[config.mk]
export PLATFORM = sky130hd
export DESIGN_NAME = circular_buffer_controller
export DESIGN_NICKNAME = d
export VERILOG_FILES = /design/src/rtl/circular_buffer_pkg.sv /design/src/rtl/circular_buffer_read_seq.sv /design/src/rtl/circular_buffer_controller.sv
export SDC_FILE = /design/constraint.sdc
export NUM_CORES = 1
export LEC_CHECK = 0
export BUFFER_PORTS_ARGS = -buffer_cell sky130_fd_sc_hd__buf_2
export CORE_MARGIN = 2
export CORE_UTILIZATION = 35
export DETAILED_ROUTE_END_ITERATION = 6
export PLACE_DENSITY = 0.63
export SETUP_SLACK_MARGIN = 0.3
export SYNTH_ARGS = -nofsm -noshare
export SYNTH_HDL_FRONTEND = slang
export SYNTH_HIERARCHICAL = 1
export SYNTH_SLANG_ARGS = --single-unit
[constraint.sdc]
create_clock -name clk -period 2.4 [get_ports clk]
set_input_delay 0.12 -clock clk [delete_from_list [all_inputs] [get_ports clk]]
set_output_delay 0.12 -clock clk [all_outputs]
set_load 0.005 [all_outputs]
[src/rtl/circular_buffer_pkg.sv]
// Shared types and defaults for the circular buffer controller.
package circular_buffer_pkg;

    typedef enum logic {
        R_IDLE  = 1'b0,
        R_VALID = 1'b1
    } rd_state_e;

    localparam int CNT_W_DEF = 16;

endpackage

[src/rtl/circular_buffer_read_seq.sv]
// Read-side FSM: drains the datapath into a registered output stage.
module circular_buffer_read_seq
    import circular_buffer_pkg::*;
#(
    parameter int ROW_SIZE = 8,
    parameter int PAR_READ = 4
) (
    input  logic                         clk,
    input  logic                         rst,
    input  logic                         buf_empty,
    input  logic [ROW_SIZE*PAR_READ-1:0] buf_dout,
    input  logic                         out_ready,
    output logic                         update_read_pointer,
    output logic                         out_valid,
    output logic [ROW_SIZE*PAR_READ-1:0] out_data
);

    localparam int DW = ROW_SIZE * PAR_READ;

    rd_state_e         state_q, state_d;
    logic [DW-1:0]     data_q, data_d;
    logic              load;

    always_comb begin
        state_d = state_q;
        data_d  = data_q;
        load    = 1'b0;
        unique case (state_q)
            R_IDLE: begin
                if (!buf_empty) begin
                    load    = 1'b1;
                    state_d = R_VALID;
                end
            end
            R_VALID: begin
                if (out_ready) begin
                    if (!buf_empty) begin
                        load = 1'b1;
                    end else begin
                        state_d = R_IDLE;
                    end
                end
            end
        endcase
        if (load) begin
            data_d = buf_dout;
        end
    end

    always_ff @(posedge clk) begin
        if (rst) begin
            state_q <= R_IDLE;
            data_q  <= '0;
        end else begin
            state_q <= state_d;
            data_q  <= data_d;
        end
    end

    // The pointer only moves on a real load, and never under reset.
    assign update_read_pointer = load && !rst;
    assign out_valid           = (state_q == R_VALID);
    assign out_data            = data_q;

endmodule

[src/rtl/circular_buffer_controller.sv]
// Sequencing controller for circular_buffer_datapath: write handshake,
// read drain stage and wrapping performance counters.
module circular_buffer_controller
    import circular_buffer_pkg::*;
#(
    parameter int ROW_SIZE = 8,
    parameter int PAR_READ = 4,
    parameter int CNT_W    = CNT_W_DEF
) (
    input  logic                         clk,
    input  logic                         rst,
    input  logic                         in_valid,
    output logic                         in_ready,
    input  logic                         buf_full,
    input  logic                         buf_empty,
    input  logic [ROW_SIZE*PAR_READ-1:0] buf_dout,
    output logic                         wen,
    output logic                         update_write_pointer,
    output logic                         update_read_pointer,
    output logic                         out_valid,
    input  logic                         out_ready,
    output logic [ROW_SIZE*PAR_READ-1:0] out_data,
    input  logic                         clear_counts,
    output logic [CNT_W-1:0]             wr_count,
    output logic [CNT_W-1:0]             rd_count
);

    logic             wr_fire;
    logic             rd_fire;
    logic [CNT_W-1:0] wr_count_q, wr_count_d;
    logic [CNT_W-1:0] rd_count_q, rd_count_d;

    assign in_ready             = !rst && !buf_full;
    assign wr_fire              = in_valid && in_ready;
    assign wen                  = wr_fire;
    assign update_write_pointer = wr_fire;

    circular_buffer_read_seq #(
        .ROW_SIZE (ROW_SIZE),
        .PAR_READ (PAR_READ)
    ) u_read_seq (
        .clk                 (clk),
        .rst                 (rst),
        .buf_empty           (buf_empty),
        .buf_dout            (buf_dout),
        .out_ready           (out_ready),
        .update_read_pointer (update_read_pointer),
        .out_valid           (out_valid),
        .out_data            (out_data)
    );

    assign rd_fire = out_valid && out_ready;

    always_comb begin
        wr_count_d = wr_count_q;
        rd_count_d = rd_count_q;
        if (clear_counts) begin
            wr_count_d = '0;
            rd_count_d = '0;
        end else begin
            if (wr_fire) wr_count_d = wr_count_q + 1'b1;
            if (rd_fire) rd_count_d = rd_count_q + 1'b1;
        end
    end

    always_ff @(posedge clk) begin
        if (rst) begin
            wr_count_q <= '0;
            rd_count_q <= '0;
        end else begin
            wr_count_q <= wr_count_d;
            rd_count_q <= rd_count_d;
        end
    end

    assign wr_count = wr_count_q;
    assign rd_count = rd_count_q;

endmodule
==> metrics.txt <==
# TYPE chip_impl_metric gauge
chip_impl_metric{name="drt_first_pass_iters",unit=""} 4
chip_impl_metric{name="grt_start_max_net_pins",unit=""} 46
chip_impl_metric{name="buffers_added_on_ports",unit=""} 107
chip_impl_metric{name="critical-path-max-stage-delay",unit="ns"} 0.49
chip_impl_metric{name="drive_above_1_share",unit="%"} 31.98
chip_impl_metric{name="n_antenna_cell",unit=""} 0
chip_impl_metric{name="share_comb_of_total_power",unit="%"} 9.2
chip_impl_metric{name="ratio_of_final_minimum_period_to_clock_period",unit="%"} 67.61
chip_impl_info{name="clockRootBuffer",value="sky130_fd_sc_hd__clkbuf_8"} 1
chip_impl_metric{name="placed_area",unit="um^2"} 3548
chip_impl_metric{name="die-width",unit="um"} 96.28
chip_impl_metric{name="detail_route.vias_per_cell",unit=""} 4.739
chip_impl_metric{name="count_of_buffers_added_by_post_cts_timing_repair_for_setup",unit=""} 0
chip_impl_metric{name="first_iter_violations",unit=""} 46
chip_impl_info{name="ys_top_cells_by_area",value="sky130_fd_sc_hd__dfxtp_1, sky130_fd_sc_hd__nand2b_1, sky130_fd_sc_hd__mux2i_1"} 1
chip_impl_info{name="type_of_element_launching_the_critical_path",value="register"} 1
chip_impl_metric{name="rr_worst_depth",unit=""} 4
chip_impl_metric{name="floorplan.initialDensity",unit="%"} 36.27
chip_impl_metric{name="leakage_power_of_the_design",unit="nW"} 1.684
chip_impl_metric{name="max_freq",unit="MHz"} 616.3
chip_impl_metric{name="pwr-share-clk",unit="%"} 40.7
chip_impl_metric{name="core_region_area",unit="um^2"} 8217
chip_impl_info{name="tritoncts_clock_tree",value="built"} 1
chip_impl_info{name="rr_startpoint",value="wr_count[2]"} 1
chip_impl_metric{name="worstHoldPathCells",unit=""} 3
chip_impl_metric{name="fillers",unit=""} 822
chip_impl_metric{name="maxSlewHeadroom",unit="%"} 61.20
chip_impl_metric{name="synth-seq-cells",unit=""} 65
chip_impl_metric{name="ant_nets",unit=""} 0
chip_impl_metric{name="post_route_design_area",unit="um^2"} 3755
chip_impl_metric{name="seqPwrFrac",unit="%"} 50.1
chip_impl_metric{name="ys_seq_area_share",unit="%"} 43.66
chip_impl_metric{name="overall_die_height",unit="um"} 96.28
chip_impl_info{name="outcome",value="completed"} 1
chip_impl_metric{name="number_of_top_level_pins",unit=""} 108
chip_impl_metric{name="power-per-cell-area",unit="nW/um^2"} 603.8
chip_impl_metric{name="slack_of_the_critical_path",unit="ns"} 0.7773
chip_impl_metric{name="globalplace.congestion",unit=""} 0.7775
chip_impl_metric{name="synth.top_cell.area_share",unit="%"} 43.66
chip_impl_metric{name="yosysWarnings",unit=""} 6
chip_impl_metric{name="net-switching-power",unit="mW"} 0.5329
chip_impl_info{name="yosys.area.top_type",value="sky130_fd_sc_hd__dfxtp_1"} 1
chip_impl_metric{name="cts.reportedPaths.clkPinSlew",unit="ns"} 0.08
chip_impl_info{name="critical_path.endpoint_type",value="register"} 1
chip_impl_metric{name="track_usage",unit="%"} 13.33
chip_impl_metric{name="die-area",unit="um^2"} 9270
chip_impl_metric{name="synth_enable_flop_cells",unit=""} 0
chip_impl_metric{name="wirelength",unit="um"} 6175
chip_impl_info{name="cp_slowest_cell",value="sky130_fd_sc_hd__or4_1"} 1
chip_impl_metric{name="sw_frac_of_total",unit="%"} 23.51
chip_impl_metric{name="synth_cell_type_count",unit=""} 36
chip_impl_metric{name="grt_antenna_before_repair",unit=""} 0
chip_impl_metric{name="cp_data_required_time",unit="ns"} 2.66
chip_impl_metric{name="grt_pass1_vias",unit=""} 2129
chip_impl_info{name="layout_commonest_cell",value="sky130_fd_sc_hd__buf_2"} 1
chip_impl_metric{name="period_needed",unit="ns"} 1.623
chip_impl_info{name="min_to",value="u_read_seq/out_data[16]"} 1
chip_impl_info{name="most_common_flop_cell_mapped_by_yosys",value="sky130_fd_sc_hd__dfxtp_1"} 1
chip_impl_metric{name="final-hold-violation-count",unit=""} 0
chip_impl_metric{name="grt_overflow",unit=""} 0
chip_impl_metric{name="r2r_setup_slack",unit="ns"} 0.78
chip_impl_metric{name="async_reset_ff_share",unit="%"} 0
chip_impl_metric{name="worst_max_slew_pin_slew",unit="ns"} 0.5820
chip_impl_metric{name="max-clock-path-buffers",unit=""} 2
chip_impl_info{name="crit_chain",value="and4_1 -> nand3_1 -> or4_1 -> a21oi_1"} 1
chip_impl_metric{name="routed-via-count",unit=""} 2483
chip_impl_metric{name="drv.max_cap_violation_count",unit=""} 0
chip_impl_metric{name="setup_violation_total_in_the_final_timing_report",unit=""} 0
chip_impl_info{name="min-delay-path-class",value="primary input to register"} 1
chip_impl_metric{name="cts_max_level",unit=""} 3
chip_impl_metric{name="syn_area",unit="um^2"} 2980
chip_impl_metric{name="fin_setup_tns",unit="ns"} 0
chip_impl_metric{name="cts_buf_count",unit=""} 9
chip_impl_metric{name="num_rows",unit=""} 33
chip_impl_info{name="critPathKind",value="register to register"} 1
chip_impl_metric{name="cp_arrival",unit="ns"} 1.88
chip_impl_metric{name="grt_pass1_wl",unit="um"} 9694
chip_impl_metric{name="finClkSkew",unit="ns"} 0.008913
chip_impl_metric{name="intPower",unit="mW"} 1.734
chip_impl_metric{name="layout.nets",unit=""} 455
chip_impl_metric{name="relative_area_change_from_synthesis_to_final_layout",unit="%"} 25.99
chip_impl_metric{name="synthesis.instances",unit=""} 310
chip_impl_info{name="startpoint",value="wr_count[2]"} 1
chip_impl_info{name="most-common-layout-cells",value="sky130_fd_sc_hd__buf_2, sky130_fd_sc_hd__dfxtp_1, sky130_fd_sc_hd__nand2b_1"} 1
chip_impl_info{name="holdCritStartpoint",value="buf_dout[16]"} 1
chip_impl_metric{name="clkLatencyLatePin",unit="ns"} 0.33
chip_impl_metric{name="path_max_fanout",unit=""} 6
chip_impl_metric{name="postSynthNetCount",unit=""} 351
chip_impl_metric{name="clock_sink_count",unit=""} 65
chip_impl_metric{name="ir_worst_vdd",unit="uV"} 234.8
chip_impl_metric{name="dp_worst_setup_slack",unit="ns"} 0.7885
chip_impl_metric{name="dp_hpwl",unit="um"} 4462
chip_impl_metric{name="synthesis.area_per_instance",unit="um^2"} 9.614
chip_impl_metric{name="drv_slew",unit=""} 0
chip_impl_info{name="grt_setup_unrepaired",value="no"} 1
chip_impl_metric{name="routedWlPerCell",unit="um"} 11.78
chip_impl_metric{name="post-route-drc-count",unit=""} 0
chip_impl_info{name="reg2reg_to",value="wr_count[15]"} 1
per-stage QoR:
step	hold WS, ns	util [%]	total power, mW	std cells
after global placement	0.3486	43.19	1.368	507
after global routing	0.02435	45.70	2.379	524
after detailed placement	0.3496	43.19	1.372	507
after floorplan	0.2118	-	1.292	310
final	0.03869	45.70	2.267	524
after CTS	0.01918	45.70	2.304	524
state kept, by name, summed over array words and instances (netlist names):
name                  count
wr_count                 16
rd_count                 16
u_read_seq/out_data      32
u_read_seq/out_valid      1
critical path: cells and delay by family, from the launching register on:
kind	cells	cell delay [ns]
simple gates	3	0.99
flops	1	0.41
compound gates	1	0.15
repair_timing:
item / 4_1_cts / 5_1_grt
gates resized for setup: 0 / 0
setup endpoints to repair: 0 / 0
hold endpoints to repair: 1 / 0
hold buffers: 1 / 0
power by group through the flow:
stage          Clock, mW  Sequential (mW)  Combinational [mW]
2_1_floorplan          0             1.16               0.128
3_3_place_gp           0             1.16               0.210
3_5_place_dp           0             1.16               0.212
4_1_cts            0.955             1.14               0.213
5_1_grt             1.01             1.14               0.232
6_report           0.923             1.14               0.208
area by class of cell:
cell class	instances	area, um^2	share of cell area [%]
clock buffer	11	141.4	3.765
clock inverter	5	55.05	1.466
multi-input combinational	227	1545	41.15
sequential	65	1301	34.66
tap	105	131.4	3.499
timing repair buffer	111	580.6	15.46
logic make-up (layout without fill, tap and decap cells):
group | count (synthesis) | count (layout) | synth area share, %
AO/OA/AOI/OAI | 18 | 18 | 3.316
AND/OR/NAND/NOR | 152 | 152 | 30.10
flip-flops | 65 | 65 | 43.66
XOR/XNOR | 21 | 21 | 6.171
multiplexers | 34 | 34 | 11.42
adder cells (fa/ha/maj) | 2 | 2 | 0.8395
buffers and inverters | 18 | 127 | 4.492
worst max path at each step:
stage          slack (ns)           end  cells past startpoint
2_1_floorplan        0.92  wr_count[15]                      5
3_3_place_gp         0.84  wr_count[12]                      5
3_5_place_dp         0.79  rd_count[13]                      4
4_1_cts              0.76  rd_count[13]                      4
5_1_grt              0.56  rd_count[13]                      4
6_report             0.78  wr_count[15]                      4
cell usage after synthesis, drive strengths merged, types with 3 or more instances:
| library cell | instances |
|---|---|
| clkbuf | 8 |
| nand3 | 13 |
| mux2i | 34 |
| xnor2 | 8 |
| o21ai | 5 |
| and4 | 5 |
| nand2 | 12 |
| or3 | 6 |
| nor3 | 3 |
| xor2 | 13 |
| dfxtp | 65 |
| nand4 | 9 |
| buf | 10 |
| nor2 | 25 |
| a21oi | 10 |
| nand2b | 65 |
| nor4 | 3 |
| and3 | 3 |
metal layers:
layer | track usage [%] | part of all wire (%) | up-vias
met5 | 0 | 0 | -
met4 | 6.071 | 1.0 | 0
met1 | 16.52 | 46 | 1135
li1 | - | - | 1262
met2 | 20.72 | 45 | 79
met3 | 4.620 | 8.1 | 7
No activity file was read; power rests on OpenSTA's default activity.
